[config.mk]
export PLATFORM = sky130hd
export DESIGN_NAME = operand_fetch_stage
export DESIGN_NICKNAME = d
export VERILOG_FILES = /design/src/rtl/of_pkg.sv /design/src/rtl/of_imm_gen.sv /design/src/rtl/operand_fetch_stage.sv
export SDC_FILE = /design/constraint.sdc
export NUM_CORES = 1
export LEC_CHECK = 0
export ABC_AREA = 1
export CAP_MARGIN = 20
export CORE_ASPECT_RATIO = 1.75
export CORE_MARGIN = 8
export CORE_UTILIZATION = 51
export CTS_BUF_LIST = sky130_fd_sc_hd__clkbuf_8 sky130_fd_sc_hd__clkbuf_16
export DETAILED_ROUTE_END_ITERATION = 8
export PLACE_DENSITY = 0.95
export SLEW_MARGIN = 20
export SYNTH_ARGS = -nofsm -noshare
export SYNTH_HDL_FRONTEND = slang
export SYNTH_SLANG_ARGS = --single-unit
export TNS_END_PERCENT = 50
[constraint.sdc]
create_clock -name clk -period 9 [get_ports clk]
set_input_delay 2.7 -clock clk [delete_from_list [all_inputs] [get_ports clk]]
set_output_delay 2.7 -clock clk [all_outputs]
set_load 0.005 [all_outputs]
[src/rtl/of_pkg.sv]
// rtl/of_pkg.sv - opcode, immediate-modifier and field-position definitions for the operand fetch stage
package of_pkg;

    typedef enum logic [4:0] {
        OP_ADD  = 5'b00000,
        OP_NOP  = 5'b01101,
        OP_LD   = 5'b01110,
        OP_ST   = 5'b01111,
        OP_BEQ  = 5'b10000,
        OP_BGT  = 5'b10001,
        OP_B    = 5'b10010,
        OP_CALL = 5'b10011,
        OP_RET  = 5'b10100
    } opcode_e;

    typedef enum logic [1:0] {
        MOD_ZEXT = 2'b00,
        MOD_SEXT = 2'b01,
        MOD_HIGH = 2'b10,
        MOD_ZERO = 2'b11
    } imm_mod_e;

    localparam int F_OPC_HI = 31;
    localparam int F_OPC_LO = 27;
    localparam int F_IBIT   = 26;
    localparam int F_RD_HI  = 25;
    localparam int F_RD_LO  = 22;
    localparam int F_RS1_HI = 21;
    localparam int F_RS1_LO = 18;
    localparam int F_RS2_HI = 17;
    localparam int F_RS2_LO = 14;
    localparam int F_MOD_HI = 17;
    localparam int F_MOD_LO = 16;
    localparam int F_IMM_HI = 15;
    localparam int F_IMM_LO = 0;
    localparam int F_OFF_HI = 26;
    localparam int F_OFF_LO = 0;

endpackage

[src/rtl/of_imm_gen.sv]
// rtl/of_imm_gen.sv - combinational immediate expansion and branch target generation
module of_imm_gen
    import of_pkg::*;
#(
    parameter int XLEN = 32
) (
    input  logic [31:0]     i_instr,
    input  logic [XLEN-1:0] i_pc,
    output logic [XLEN-1:0] o_immx,
    output logic [XLEN-1:0] o_btarget
);

    logic [15:0]     w_imm16;
    logic [1:0]      w_mod;
    logic [26:0]     w_off;
    logic [XLEN-1:0] w_imm_sext;
    logic [XLEN-1:0] w_off_sext;

    assign w_imm16    = i_instr[F_IMM_HI:F_IMM_LO];
    assign w_mod      = i_instr[F_MOD_HI:F_MOD_LO];
    assign w_off      = i_instr[F_OFF_HI:F_OFF_LO];
    assign w_imm_sext = {{(XLEN-16){w_imm16[15]}}, w_imm16};
    assign w_off_sext = {{(XLEN-27){w_off[26]}}, w_off};

    // Shifting the sign-extended imm16 left by 16 yields bit 31 replicated above it for any XLEN.
    always_comb begin
        o_immx = '0;
        case (w_mod)
            MOD_ZEXT: o_immx = {{(XLEN-16){1'b0}}, w_imm16};
            MOD_SEXT: o_immx = w_imm_sext;
            MOD_HIGH: o_immx = w_imm_sext << 16;
            default:  o_immx = '0;
        endcase
    end

    assign o_btarget = i_pc + (w_off_sext << 2);

endmodule

[src/rtl/operand_fetch_stage.sv]
// rtl/operand_fetch_stage.sv - decode/operand fetch with load-use bubble insertion; OF_FWD_EN enables writeback forwarding
module operand_fetch_stage
    import of_pkg::*;
#(
    parameter int         XLEN   = 32,
    parameter logic [3:0] RA_REG = 4'd15
) (
    input  logic            clk,
    input  logic            reset,
    input  logic            in_valid,
    output logic            in_ready,
    input  logic [31:0]     in_instr,
    input  logic [XLEN-1:0] in_pc,
    output logic [3:0]      rf_addr1,
    output logic [3:0]      rf_addr2,
    input  logic [XLEN-1:0] rf_data1,
    input  logic [XLEN-1:0] rf_data2,
    input  logic            wb_en,
    input  logic [3:0]      wb_addr,
    input  logic [XLEN-1:0] wb_data,
    input  logic            flush,
    output logic            out_valid,
    input  logic            out_ready,
    output logic [XLEN-1:0] out_pc,
    output logic [4:0]      out_opcode,
    output logic            out_imm,
    output logic [3:0]      out_rd,
    output logic [XLEN-1:0] out_immx,
    output logic [XLEN-1:0] out_btarget,
    output logic [XLEN-1:0] out_op1,
    output logic [XLEN-1:0] out_op2,
    output logic [XLEN-1:0] out_stval,
    output logic [15:0]     bubble_count
);

    logic [4:0]      w_opcode;
    logic            w_ibit;
    logic [3:0]      w_rd;
    logic [3:0]      w_rs1;
    logic [3:0]      w_rs2;
    logic [XLEN-1:0] w_immx;
    logic [XLEN-1:0] w_btarget;
    logic [XLEN-1:0] w_d1;
    logic [XLEN-1:0] w_d2;
    logic            w_uses2;
    logic            w_hazard;
    logic            w_accept;
    logic            w_fire;

    logic            r_valid;
    logic [XLEN-1:0] r_pc;
    logic [4:0]      r_opcode;
    logic            r_imm;
    logic [3:0]      r_rd;
    logic [XLEN-1:0] r_immx;
    logic [XLEN-1:0] r_btarget;
    logic [XLEN-1:0] r_op1;
    logic [XLEN-1:0] r_op2;
    logic [XLEN-1:0] r_stval;
    logic [15:0]     r_bubbles;

    assign w_opcode = in_instr[F_OPC_HI:F_OPC_LO];
    assign w_ibit   = in_instr[F_IBIT];
    assign w_rd     = in_instr[F_RD_HI:F_RD_LO];
    assign w_rs1    = in_instr[F_RS1_HI:F_RS1_LO];
    assign w_rs2    = in_instr[F_RS2_HI:F_RS2_LO];

    assign rf_addr1 = (w_opcode == OP_RET) ? RA_REG : w_rs1;
    assign rf_addr2 = (w_opcode == OP_ST)  ? w_rd   : w_rs2;

`ifdef OF_FWD_EN
    assign w_d1 = (wb_en && (wb_addr == rf_addr1)) ? wb_data : rf_data1;
    assign w_d2 = (wb_en && (wb_addr == rf_addr2)) ? wb_data : rf_data2;
`else
    logic w_unused_wb;
    assign w_unused_wb = ^{wb_en, wb_addr, wb_data};
    assign w_d1 = rf_data1;
    assign w_d2 = rf_data2;
`endif

    of_imm_gen #(.XLEN(XLEN)) u_imm_gen (
        .i_instr   (in_instr),
        .i_pc      (in_pc),
        .o_immx    (w_immx),
        .o_btarget (w_btarget)
    );

    // Port 2 only matters for register-register ops and for store data.
    assign w_uses2  = !w_ibit || (w_opcode == OP_ST);
    assign w_hazard = r_valid && (r_opcode == OP_LD) && in_valid &&
                      ((rf_addr1 == r_rd) || (w_uses2 && (rf_addr2 == r_rd)));

    assign in_ready = (!r_valid || out_ready) && !w_hazard && !flush;
    assign w_accept = in_valid && in_ready;
    assign w_fire   = r_valid && out_ready;

    always_ff @(posedge clk) begin
        if (!reset) begin
            r_valid   <= 1'b0;
            r_pc      <= '0;
            r_opcode  <= '0;
            r_imm     <= 1'b0;
            r_rd      <= '0;
            r_immx    <= '0;
            r_btarget <= '0;
            r_op1     <= '0;
            r_op2     <= '0;
            r_stval   <= '0;
            r_bubbles <= '0;
        end else begin
            if (flush) begin
                r_valid <= 1'b0;
            end else if (w_accept) begin
                r_valid   <= 1'b1;
                r_pc      <= in_pc;
                r_opcode  <= w_opcode;
                r_imm     <= w_ibit;
                r_rd      <= w_rd;
                r_immx    <= w_immx;
                r_btarget <= w_btarget;
                r_op1     <= w_d1;
                r_op2     <= w_ibit ? w_immx : w_d2;
                r_stval   <= w_d2;
            end else if (w_fire) begin
                r_valid <= 1'b0;
            end
            // The LD leaving while its consumer waits is exactly what opens the bubble.
            if (w_fire && w_hazard && !flush && (r_bubbles != 16'hFFFF)) begin
                r_bubbles <= r_bubbles + 16'd1;
            end
        end
    end

    assign out_valid    = r_valid;
    assign out_pc       = r_pc;
    assign out_opcode   = r_opcode;
    assign out_imm      = r_imm;
    assign out_rd       = r_rd;
    assign out_immx     = r_immx;
    assign out_btarget  = r_btarget;
    assign out_op1      = r_op1;
    assign out_op2      = r_op2;
    assign out_stval    = r_stval;
    assign bubble_count = r_bubbles;

endmodule

* After elaboration in Yosys (flattened, before gate mapping) *
Cells that the tools add are included.

storage, ports and cells
  flip-flop bits (word level) = 219
  input bits = 170
  output and inout port bits = 228
  word-level logic and storage cells = 51

operators by class
  add/subtract/negate cells = 2
  equality and inequality tests = 8
  muxes and demuxes = 6
  bitwise gates (word level) = 2
  reductions and logical operators = 22

operators by type and width
  cell                     number
  $pmux W32 S3             1
  $add A32 B32 Y32         1
  $mux W32                 1
  $add A16 B1 Y16 const B  1
  $ne A16 B16 Y1 const B   1
  $logic_and A1 B1 Y1      11
  $eq A5 B4 Y1 const B     2
  $eq A4 B4 Y1             2
  $mux W4                  2
  $eq A5 B5 Y1 const B     1
  $logic_not A1 Y1         4
  $logic_or A1 B1 Y1       3
  $eq A2 B1 Y1 const B     1
  $eq A2 B2 Y1 const B     1
  $logic_not A2 Y1         1
  $mux W1                  2
  $not A1 Y1               2
  $reduce_and A2 Y1        1
  $reduce_bool A2 Y1       1
  $reduce_or A2 Y1         1

* Depth between registers and ports, before layout *
Gate-level depths: netlist (run 1).

  depth in word-level cells = 11
  gate-level depth with buffers = 17
  gate-level depth less buffers = 15

* Hierarchy *
From an unflattened synthesis (run 1), not the netlist that was laid out.

unflattened totals
  cell total of the unflattened synthesis = 2028
  area total of the unflattened synthesis = 12329.3 um^2

by module, submodules not included
  module               times used  cells an instance  area an instance (um^2)  seq. area each (um^2)
  operand_fetch_stage  1           1526               9801.9                   4384.2
  of_imm_gen           1           502                2527.4                   0.0

* Worst setup path before layout (run 1) *
Ideal clock, no wire load.

  kind = input -> output
  from = input in_instr[17]
  to = output in_ready
  arrival = 3968 ps
  data required time = 6300 ps
  path slack = 2332 ps
  stages on the path = 12
  buffers on the path = 2
  path through = clkbuf_1 nand2_1 nand2_1 nand2_1 nand2_1 inv_1 nand3_2 nand2_4 nand2_4 clkbuf_1 nand2_1 nor2_1

on the way
  longest elaborated chain between the ends = 8

RTL lines
  item                               line                       RTL
  start, declared                    operand_fetch_stage.sv:12  input logic [31:0] in_instr,
  $mux W4                            operand_fetch_stage.sv:69  assign rf_addr2 = (w_opcode == OP_ST) ? w_rd : w_rs2;
  via rf_addr2[3]                    operand_fetch_stage.sv:15  output logic [3:0] rf_addr2,
  $eq A4 B4 Y1                       operand_fetch_stage.sv:91  ((rf_addr1 == r_rd) || (w_uses2 && (rf_addr2 == r_rd)));
  $logic_and A1 B1 Y1                operand_fetch_stage.sv:91
  $logic_or A1 B1 Y1                 operand_fetch_stage.sv:91
  $logic_and A1 B1 Y1                operand_fetch_stage.sv:90  assign w_hazard = r_valid && (r_opcode == OP_LD) && in_valid &&
  $logic_not A1 Y1                   operand_fetch_stage.sv:93  assign in_ready = (!r_valid || out_ready) && !w_hazard && !flush;
  $logic_and A1 B1 Y1 (2 in series)  operand_fetch_stage.sv:93
  end, declared                      operand_fetch_stage.sv:11  output logic in_ready,

The timed path passes the listed nets, and every way through them passes these cells.

* Worst setup path in the final report (run 1) *
  from = input in_instr[29]
  to = output in_ready

on the way
  longest elaborated chain between the ends = 9
  elaborated cells between the ends (all ways) = 13
  classes of those cells = 4 x eq/ne; 2 x mux; 7 x reduce/logical

RTL lines
  item                                   line
  $eq A5 B4 Y1                           operand_fetch_stage.sv:69, operand_fetch_stage.sv:89
  $mux W4                                operand_fetch_stage.sv:69
  $eq A4 B4 Y1                           operand_fetch_stage.sv:91
  $logic_and A1 B1 Y1                    operand_fetch_stage.sv:91
  $logic_or A1 B1 Y1 (*)                 operand_fetch_stage.sv:91
  $logic_and A1 B1 Y1 (*)                operand_fetch_stage.sv:90
  $logic_not A1 Y1 (*)                   operand_fetch_stage.sv:93
  $logic_and A1 B1 Y1 (*) (2 in series)  operand_fetch_stage.sv:93

Mark *: on every way between the ends. The rest lies on a longest branch, timed or not.

==> qor.csv, run 1 <==
metric,value,unit
drcViolationCount,0,
slew_violations,0,
ctsResizeCount,0,
synth-main-ff-cell,dfxtp_1,
grt_pass1_wl,70.2,mm
die_w,133,um
yosys.area.top_type,dfxtp_1,
endpoint_kind,primary output,
timing.rr.end,out_pc[17],
pre_cts_slack,1.34,ns
finalCritPeriodShare,85.2,%
num_rows,75,
synth_cells,2051,
ys_top_cells_by_area,"dfxtp_1, nand2_1, nor2_1",
max-cap-violations,0,
ys_seq_area_share,35.5,%
yosysTopAreaCellShare,35.5,%
min_period,7.67,ns
max_freq,130,MHz
slew_headroom,34.5,%
clk_latency,0.52,ns
grt_max_degree,115,
rsz0062_at_grt,false,
rr_worst_depth,11,
cp_common_cell,nand2_1,
post_dp_cell_area,0.0159,mm2
critical_path_required,6.30,ns
critPathSlowestCell,clkdlybuf4s50_1,
whs,0.506,ns
crit_path_max_fanout,17,
synth_edf_count,0,
finalSetupViolCount,0,
initial_core_util,51.5,%
reg2reg_slack,5.81,ns
cpPeakStageDelay,0.57,ns
clkSlewWorstSetupHoldPaths,0.06,ns
viasPerCell,4.99,
ir_drop,177,uV
cts_setup_buffers,0,
crit_type,in -> out,
cts_buffers,21,
cts-htree-levels,1,
clockBufferDepth,3,
synth_fp_nets,2252,
fillerInstances,2006,
final_hold_viol_count,0,
worstPathCellList,clkdlybuf4s50_1 -> nand3_1 -> nor2_1 -> nand2_1 -> nand2_1 -> nand2_1 -> nand2_1 -> inv_1 -> nand3_2 -> nand2_4 -> nand2_4 -> nand2_1 -> nor2_1 -> clkdlybuf4s50_1,
status,finished clean,
finalClockSkew,0.0102,ns
final_util,69.7,%
routedWlPerCell,16.9,um
die_area,0.0294,mm2
syn_area_per_cell,5.97,um2
dpl.hpwl,34.5,mm
cts_tree,yes,
core_area,0.0237,mm2
totalWireLength,45.3,mm
clock-sinks,217,
gp_congestion,0.977,
nets,2558,
drt_iter0_markers,618,
start_kind,input port,
vias,13400,
crit_arrival,4.97,ns
grt_overflow,0,
syn_area,0.0122,mm2
grt_antenna_before_repair,0,
grt_pass1_vias,13200,
syn2layout_area_growth,35.2,%
yosysMostFrequentCell,nand2_1,
powerDensity,153,mW/mm2
hold_class,reg -> reg,
tightest_slew,0.983,ns
die_h,221,um
hold_buffers,0,
diodes,0,
hp-start,out_btarget[24],
ys_warn_count,0,
portBuffers,360,
ys_types,34,
layout-drive-gt1-share,2.45,%
reg2reg_from,out_rd[1],
cts-root-buf,clkbuf_16,
dr.pass1.iters,5,
hold_end,out_btarget[24],
hold_depth,4,
async_reset_ff_share,0,%
power.leakage,0.00840,uW
io_pins,398,
drt.antenna.violating_nets,0,
setup_ws,1.33,ns
final_area,0.0165,mm2
grtUsageTotal,29.7,%
synth_seq_cells,217,
fin_tns_setup,0,ns
synth.top_cells.by_count,"nand2_1, nor2_1, inv_1",
[cell type report]
cell class	instances	area (um2)	share of cell area, %
tap	308	385	2.33
timing repair buffer	373	3730	22.5
clock inverter	12	60.1	0.363
multi-input combinational	1416	6200	37.5
inverter	328	1230	7.44
sequential	217	4340	26.3
clock buffer	26	594	3.59
[per-layer routing]
layer / track usage, % / vias to the layer above / wire length [um]
li1: - / 6728 / -
met1: 30.4 / 6003 / 16500
met2: 54.1 / 495 / 22900
met3: 5.83 / 134 / 2970
met4: 18.4 / 0 / 2940
met5: 0 / - / 0
[critical path: cells and delay by family]
family        cells  cell delay (ns)
buf+inv           3             1.12
simple gates     11             1.14
[power by group]
| group | leakage (uW) | internal (uW) | switching [uW] |
|---|---|---|---|
| clock | 0.000346 | 468 | 390 |
| sequential | 0.00179 | 1020 | 34.7 |
| combinational | 0.00626 | 279 | 335 |
| total | 0.00840 | 1770 | 760 |
[cells by family after synthesis]
| group | Yosys count | synth area share (%) |
|---|---|---|
| and+or+nand+nor | 1271 | 41.6 |
| buffers and inverters | 418 | 13.9 |
| DFF | 217 | 35.5 |
| AOI/OAI and AO/OA | 85 | 3.66 |
| adders and majority gates | 31 | 3.23 |
| xor gates and xnor gates | 29 | 2.08 |
[through the flow]
step | power [uW] | cells
floorplan | 1390 | 2051
CTS | 2540 | 2680
finish | 2530 | 2680
detailed placement | 1680 | 2642
global route | 2640 | 2680
global placement | 1670 | 2642
[placed cells by master, fill, tap and decap left out, types with 2 or more instances in the layout]
cell type	netlist	final
nand3_1	56	56
clkbuf_8	0	5
clkinv_2	0	5
nand3b_1	4	4
xnor2_1	13	13
inv_1	326	331
clkbuf_16	0	21
nand2_1	698	698
xor2_1	16	16
nor3_1	15	15
a21oi_1	50	49
nor4_1	4	4
nand2_4	2	2
o21ai_0	27	27
clkdlybuf4s50_1	0	359
o21bai_1	4	4
ha_1	30	30
dfxtp_1	217	217
buf_4	29	11
buf_12	0	2
nor2_1	424	424
nand4_1	59	59
clkinv_1	2	2
nand2_2	3	3
[flip-flops by register name, summed over array words and instances (netlist names)]
register	cells
out_pc	32
out_stval	32
out_imm	1
bubble_count	16
out_op2	32
out_op1	32
out_valid	1
out_btarget	30
out_rd	4
out_immx	32
out_opcode	5
[worst max path at each step]
stage	startpoint	to	slack, ns
finish	in_instr[29]	in_ready	1.33
global route	in_instr[29]	in_ready	1.16
CTS	in_instr[29]	in_ready	1.33
detailed placement	in_instr[29]	in_ready	1.34
global placement	in_instr[30]	in_ready	1.36
floorplan	in_instr[17]	in_ready	2.33
(Power assumes the default switching activity.)
==> inputs of run 2 (changes only) <==
GPL_TIMING_DRIVEN = 1   (was not set)
==> results of run 2 <==
The final DEF is identical to that of run 1; final timing and power are the same.
